**config.mk**
```make
export PLATFORM = sky130hd
export DESIGN_NAME = yblock_cfg_seq_flat
export DESIGN_NICKNAME = d
export VERILOG_FILES = /design/src/rtl/yblock_cfg_seq_if.sv /design/src/rtl/yblock_cfg_seq.sv /design/src/flat_wrapper.sv
export SDC_FILE = /design/constraint.sdc
export NUM_CORES = 1
export LEC_CHECK = 0
export BUFFER_PORTS_ARGS = -buffer_cell sky130_fd_sc_hd__buf_2
export CORE_MARGIN = 5
export CORE_UTILIZATION = 44
export CTS_BUF_LIST = sky130_fd_sc_hd__clkbuf_16
export CTS_CLUSTER_SIZE = 30
export DETAILED_ROUTE_END_ITERATION = 6
export MAX_ROUTING_LAYER = met4
export PLACE_DENSITY_LB_ADDON = 0.08
export SYNTH_ARGS = -nofsm -noshare
export SYNTH_HDL_FRONTEND = slang
export SYNTH_SLANG_ARGS = --single-unit
```
**constraint.sdc**
```tcl
create_clock -name wb_clk_i -period 2.2 [get_ports wb_clk_i]
set_input_delay 0.44 -clock wb_clk_i [delete_from_list [all_inputs] [get_ports wb_clk_i]]
set_output_delay 0.44 -clock wb_clk_i [all_outputs]
set_load 0.005 [all_outputs]
```
**src/rtl/yblock_cfg_seq_if.sv**
```systemverilog
// Row-slice configuration stream into yblock_cfg_seq: one bit per column per shift.
interface yblock_cfg_seq_if #(
  parameter int BLOCKWIDTH = 16
);
  logic                  load_valid;
  logic                  load_ready;
  logic [BLOCKWIDTH-1:0] load_data;

  modport master (output load_valid, output load_data, input load_ready);
  modport slave  (input load_valid, input load_data, output load_ready);
endinterface

```
**src/rtl/yblock_cfg_seq.sv**
```systemverilog
// Configuration sequencer for one Morphle yblock: shifts row-slices into the column chains.
// Optional readback signature enabled by defining YBLOCK_CFG_READBACK_EN.
module yblock_cfg_seq #(
  parameter int BLOCKWIDTH  = 16,
  parameter int BLOCKHEIGHT = 16,
  parameter int CELLBITS    = 3,
  parameter int SETTLE      = 2
) (
  input  logic                  wb_clk_i,
  input  logic                  wb_rst_i,
  input  logic                  start,
  input  logic                  abort,
  yblock_cfg_seq_if.slave       load,
  output logic                  cfg_o,
  output logic [BLOCKWIDTH-1:0] cbitin_o,
  input  logic [BLOCKWIDTH-1:0] cbitout_i,
  output logic                  busy,
  output logic                  done,
  output logic                  aborted,
  output logic [$clog2(BLOCKHEIGHT*CELLBITS+1)-1:0] shift_cnt,
  output logic [BLOCKWIDTH-1:0] rb_sig
);

  localparam int N  = BLOCKHEIGHT * CELLBITS;
  localparam int CW = $clog2(N + 1);
  localparam int TW = (SETTLE > 1) ? $clog2(SETTLE) : 1;

  localparam logic [2:0] IDLE      = 3'd0;
  localparam logic [2:0] WAIT_DATA = 3'd1;
  localparam logic [2:0] SETUP     = 3'd2;
  localparam logic [2:0] PULSE     = 3'd3;
  localparam logic [2:0] HOLD      = 3'd4;
  localparam logic [2:0] DONE      = 3'd5;

  logic [2:0]    state_reg;
  logic [TW-1:0] timer_reg;

  assign load.load_ready = (state_reg == WAIT_DATA);

`ifdef YBLOCK_CFG_READBACK_EN
  // Rotate-left-by-one then fold in the bits leaving the chains.
  logic [BLOCKWIDTH-1:0] rb_next;
  for (genvar gi = 0; gi < BLOCKWIDTH; gi++) begin : g_rb
    assign rb_next[gi] = rb_sig[(gi + BLOCKWIDTH - 1) % BLOCKWIDTH] ^ cbitout_i[gi];
  end
`else
  logic unused_cbitout;
  assign unused_cbitout = ^cbitout_i;
  assign rb_sig = '0;
`endif

  always_ff @(posedge wb_clk_i or posedge wb_rst_i) begin
    if (wb_rst_i) begin
      state_reg <= IDLE;
      timer_reg <= '0;
      cfg_o     <= 1'b0;
      cbitin_o  <= '0;
      busy      <= 1'b0;
      done      <= 1'b0;
      aborted   <= 1'b0;
      shift_cnt <= '0;
`ifdef YBLOCK_CFG_READBACK_EN
      rb_sig    <= '0;
`endif
    end else begin
      done <= 1'b0;
      if (abort && (state_reg != IDLE)) begin
        // Abort wins over every state, including mid-pulse and HOLD.
        state_reg <= IDLE;
        cfg_o     <= 1'b0;
        busy      <= 1'b0;
        aborted   <= 1'b1;
      end else begin
        case (state_reg)
          IDLE: begin
            if (start && !abort) begin
              state_reg <= WAIT_DATA;
              busy      <= 1'b1;
              aborted   <= 1'b0;
              shift_cnt <= '0;
`ifdef YBLOCK_CFG_READBACK_EN
              rb_sig    <= '0;
`endif
            end
          end
          WAIT_DATA: begin
            if (load.load_valid) begin
              cbitin_o  <= load.load_data;
              timer_reg <= TW'(SETTLE - 1);
              state_reg <= SETUP;
            end
          end
          SETUP: begin
            if (timer_reg == '0) begin
              state_reg <= PULSE;
              cfg_o     <= 1'b1;
              timer_reg <= TW'(SETTLE - 1);
            end else begin
              timer_reg <= timer_reg - 1'b1;
            end
          end
          PULSE: begin
            if (timer_reg == '0) begin
              state_reg <= HOLD;
              cfg_o     <= 1'b0;
            end else begin
              timer_reg <= timer_reg - 1'b1;
            end
          end
          HOLD: begin
            shift_cnt <= shift_cnt + 1'b1;
`ifdef YBLOCK_CFG_READBACK_EN
            rb_sig    <= rb_next;
`endif
            if (shift_cnt == CW'(N - 1)) begin
              state_reg <= DONE;
              done      <= 1'b1;
            end else begin
              state_reg <= WAIT_DATA;
            end
          end
          DONE: begin
            state_reg <= IDLE;
            busy      <= 1'b0;
          end
          default: begin
            state_reg <= IDLE;
            busy      <= 1'b0;
            cfg_o     <= 1'b0;
          end
        endcase
      end
    end
  end

endmodule
```
**src/flat_wrapper.sv**
```systemverilog
// flat-port wrapper written by rule: the top's interface ports become plain ports
module yblock_cfg_seq_flat 
#(
  parameter int BLOCKWIDTH  = 16,
  parameter int BLOCKHEIGHT = 16,
  parameter int CELLBITS    = 3,
  parameter int SETTLE      = 2
)
  (wb_clk_i, wb_rst_i, start, abort, cfg_o, cbitin_o, cbitout_i, busy, done, aborted, shift_cnt, rb_sig, load_load_valid, load_load_data, load_load_ready);
  yblock_cfg_seq_if #(.BLOCKWIDTH(BLOCKWIDTH)) load_i ();
  input  logic wb_clk_i;
  input  logic wb_rst_i;
  input  logic start;
  input  logic abort;
  output logic cfg_o;
  output logic [BLOCKWIDTH-1:0] cbitin_o;
  input  logic [BLOCKWIDTH-1:0] cbitout_i;
  output logic busy;
  output logic done;
  output logic aborted;
  output logic [$clog2(BLOCKHEIGHT*CELLBITS+1)-1:0] shift_cnt;
  output logic [BLOCKWIDTH-1:0] rb_sig;
  input wire logic [$bits(load_i.load_valid)-1:0] load_load_valid;
  input wire logic [$bits(load_i.load_data)-1:0] load_load_data;
  output wire logic [$bits(load_i.load_ready)-1:0] load_load_ready;
  assign load_i.load_valid = load_load_valid;
  assign load_i.load_data = load_load_data;
  assign load_load_ready = load_i.load_ready;
  yblock_cfg_seq #(.BLOCKWIDTH(BLOCKWIDTH), .BLOCKHEIGHT(BLOCKHEIGHT), .CELLBITS(CELLBITS), .SETTLE(SETTLE)) u_core (.wb_clk_i(wb_clk_i), .wb_rst_i(wb_rst_i), .start(start), .abort(abort), .load(load_i), .cfg_o(cfg_o), .cbitin_o(cbitin_o), .cbitout_i(cbitout_i), .busy(busy), .done(done), .aborted(aborted), .shift_cnt(shift_cnt), .rb_sig(rb_sig));
endmodule
```
==> out/qor.txt <==
run status: finished clean
final worst path period share: 84.9%
top cell type's share of synthesized area: 50.8%
die footprint: 4620 um^2
CORE AREA: 3280 um^2
Post-CTS Repair Setup Buffers: 0
post-DR wirelength/cell: 12.7 um
filler instances: 276
static leakage: 0.000921 uW
final setup margin: 0.333 ns
dpl ws: 0.374 ns
Clock Tree Buf Depth: 2
vias per std cell: 4.80
synth unique cells: 33
Final Hold Slack: 0.234 ns
#FFs+latches synth: 30
CP arrival: 1.43 ns
Final setup viols: 0
Pwr per Cell Area: 1130 nW/um^2
RSZ-0062 raised after global routing: no
first-pass GRT wire length: 4740 um
Initial Util: 45.0%
site row count: 21
clk root buf: clkbuf_16
layout cells sized above 1: 31.7%
post-route insts no fill: 232
# hold bufs at CTS: 0
setup TNS: 0 ns
Mapped Cells: 135
switching power of the nets: 609 uW
Clk pwr share: 30.1%
power share of the combinational group: 27.1%
Clk Latency, worst-skew pair: 0.27 ns
Required @ worst endpoint: 1.76 ns
Max H-tree Level: 2
Sequential Power Share: 42.8%
hold crit path type: in2async
vias in the first global route: 1,064
global route overflow: 0
maximum clock rate: 0.535 GHz
cell with the most instances after synthesis: dfrtp_1
FF+latch area: 751 um^2
GR Util All Layers: 14.7%
r2r endpoint: u_core.cbitin_o[12]
Max Cap Viol: 0
Clock Sink Count: 30
Post-Syn Area: 1480 um^2
CP Capture Type: output port
IO buf count: 47
number of diodes: 0
setup slack, reg-to-reg: 0.40 ns
EDFF count, synth: 0
Pre-Repair DR Iteration Count: 4
critical setup path kind: reg2out
RePlAce Congestion: 0.819
final hold viol count: 0
Die W: 68.0 um
multi-input logic area: 632 um^2
drt first-iter violations: 20
Die Y: 68.0 um
Routed Antenna Nets: 0
peak supply drop: 0.514 mV
switching part of the total power: 29.3%
initial antenna violation count: 0
nets: 223
clk slew on worst S/H paths: 0.05 ns
register area share after synthesis: 50.8%
CP startpoint kind: register
top_reg_cell synth: dfrtp_1
Tmin final: 1.87 ns
CTS resizes: 0
Placed Area: 1710 um^2
top post-synthesis cells by area: dfrtp_1 51%, mux2_1 12%, buf_4 8.1%
number of flip-flops in the largest register: 16
Final Max Slew Viols: 0
Final Cell Area: 1840 um^2
most common library cells after synthesis: 30 x dfrtp_1, 16 x buf_4, 16 x mux2_1, 8 x nor2_1, 6 x nand2_1
ys async rst share: 100%
DRC: 0
Inst Count DP: 224
Syn Area/Cell: 10.9 um^2
Synth warnings: 0
Routed WL: 2960 um
dominant cell type by area after synthesis: dfrtp_1
area grow syn2layout: 24.7%
via count: 1,113
Max FO, Critical Path: 13
Num CTS Buffers: 5
# IOs: 80
worst flop-to-flop path startpoint: u_core.state_reg[0]
CTS tree: yes
Pint: 1470 uW
DP HPWL: 2180 um
Clock Skews: 0.00461 ns
R2R cell count: 3
largest net degree at the start of global routing: 31
## critical path: stages (launching register included)
cell and delay [ns]:
dfrtp_1 0.60, nor2b_1 0.28, nor2b_1 0.15, buf_2 0.12
## power groups by stage
stage / registers [uW] / clock network [uW] / logic [uW]
4_1_cts: 889 / 651 / 579
2_1_floorplan: 882 / 0 / 343
3_5_place_dp: 897 / 0 / 576
6_report: 888 / 625 / 563
3_3_place_gp: 883 / 0 / 571
5_1_grt: 915 / 680 / 642
## area by class of cell
class	instances	area share [%]
inverter	2	0.407
tap	46	3.12
timing repair buffer	50	14.0
sequential	30	40.7
multi-input combinational	96	34.3
clock buffer	5	6.79
clock inverter	3	0.679
## metal layers
layer	wire (um)	GRT usage, %
met5	0	-
met4	47	6.70
met3	235	6.24
met2	1460	23.1
met1	1220	16.1
## metrics by stage
stage               total power (uW)  utilization, %
floorplan                       1220               -
global placement                1450            51.9
detailed placement              1470            51.9
CTS                             2120            56.1
global route                    2240            56.1
finish                          2080            56.1
## cells by family (layout without fill, tap and decap cells)
group	Yosys count	in the layout	synth area share (%)
compound gates	19	19	7.37
xor+xnor	4	4	2.37
fa+ha+maj	1	1	0.847
buf+inv	24	60	10.2
flops	30	30	50.8
mux	16	16	12.2
other cells	1	16	0.254
simple gates	40	40	15.9
## layout by cell type (no fill, tap or decap), drive strengths merged
master	count
buf	50
dfrtp	30
mux2	16
conb	16
nor2	9
o21ai	8
nand2	6
a21oi	5
clkbuf	5
nand3	5
xor2	4
nand4	3
nor2b	3
nand2b	3
inv	3
and3	2
or3	2
nand3b	2
nor4	2
clkinv	2
nor4b	1
a211oi	1
a21o	1
a22oi	1
o31a	1
nor3	1
a31oi	1
or3b	1
o22ai	1
ha	1
## worst max-delay path by stage
stage,startpoint,end,slack (ns),depth (start not counted)
after floorplan,u_core.state_reg[0],u_core.state_reg[2],0.68,4
after CTS,u_core.state_reg[0],load_load_ready,0.33,3
after detailed placement,u_core.state_reg[0],u_core.cbitin_o[2],0.37,3
after global routing,u_core.state_reg[0],load_load_ready,0.23,3
after global placement,u_core.state_reg[0],u_core.cbitin_o[8],0.41,3
final,u_core.state_reg[0],load_load_ready,0.33,3
(Power assumes the default switching activity.)
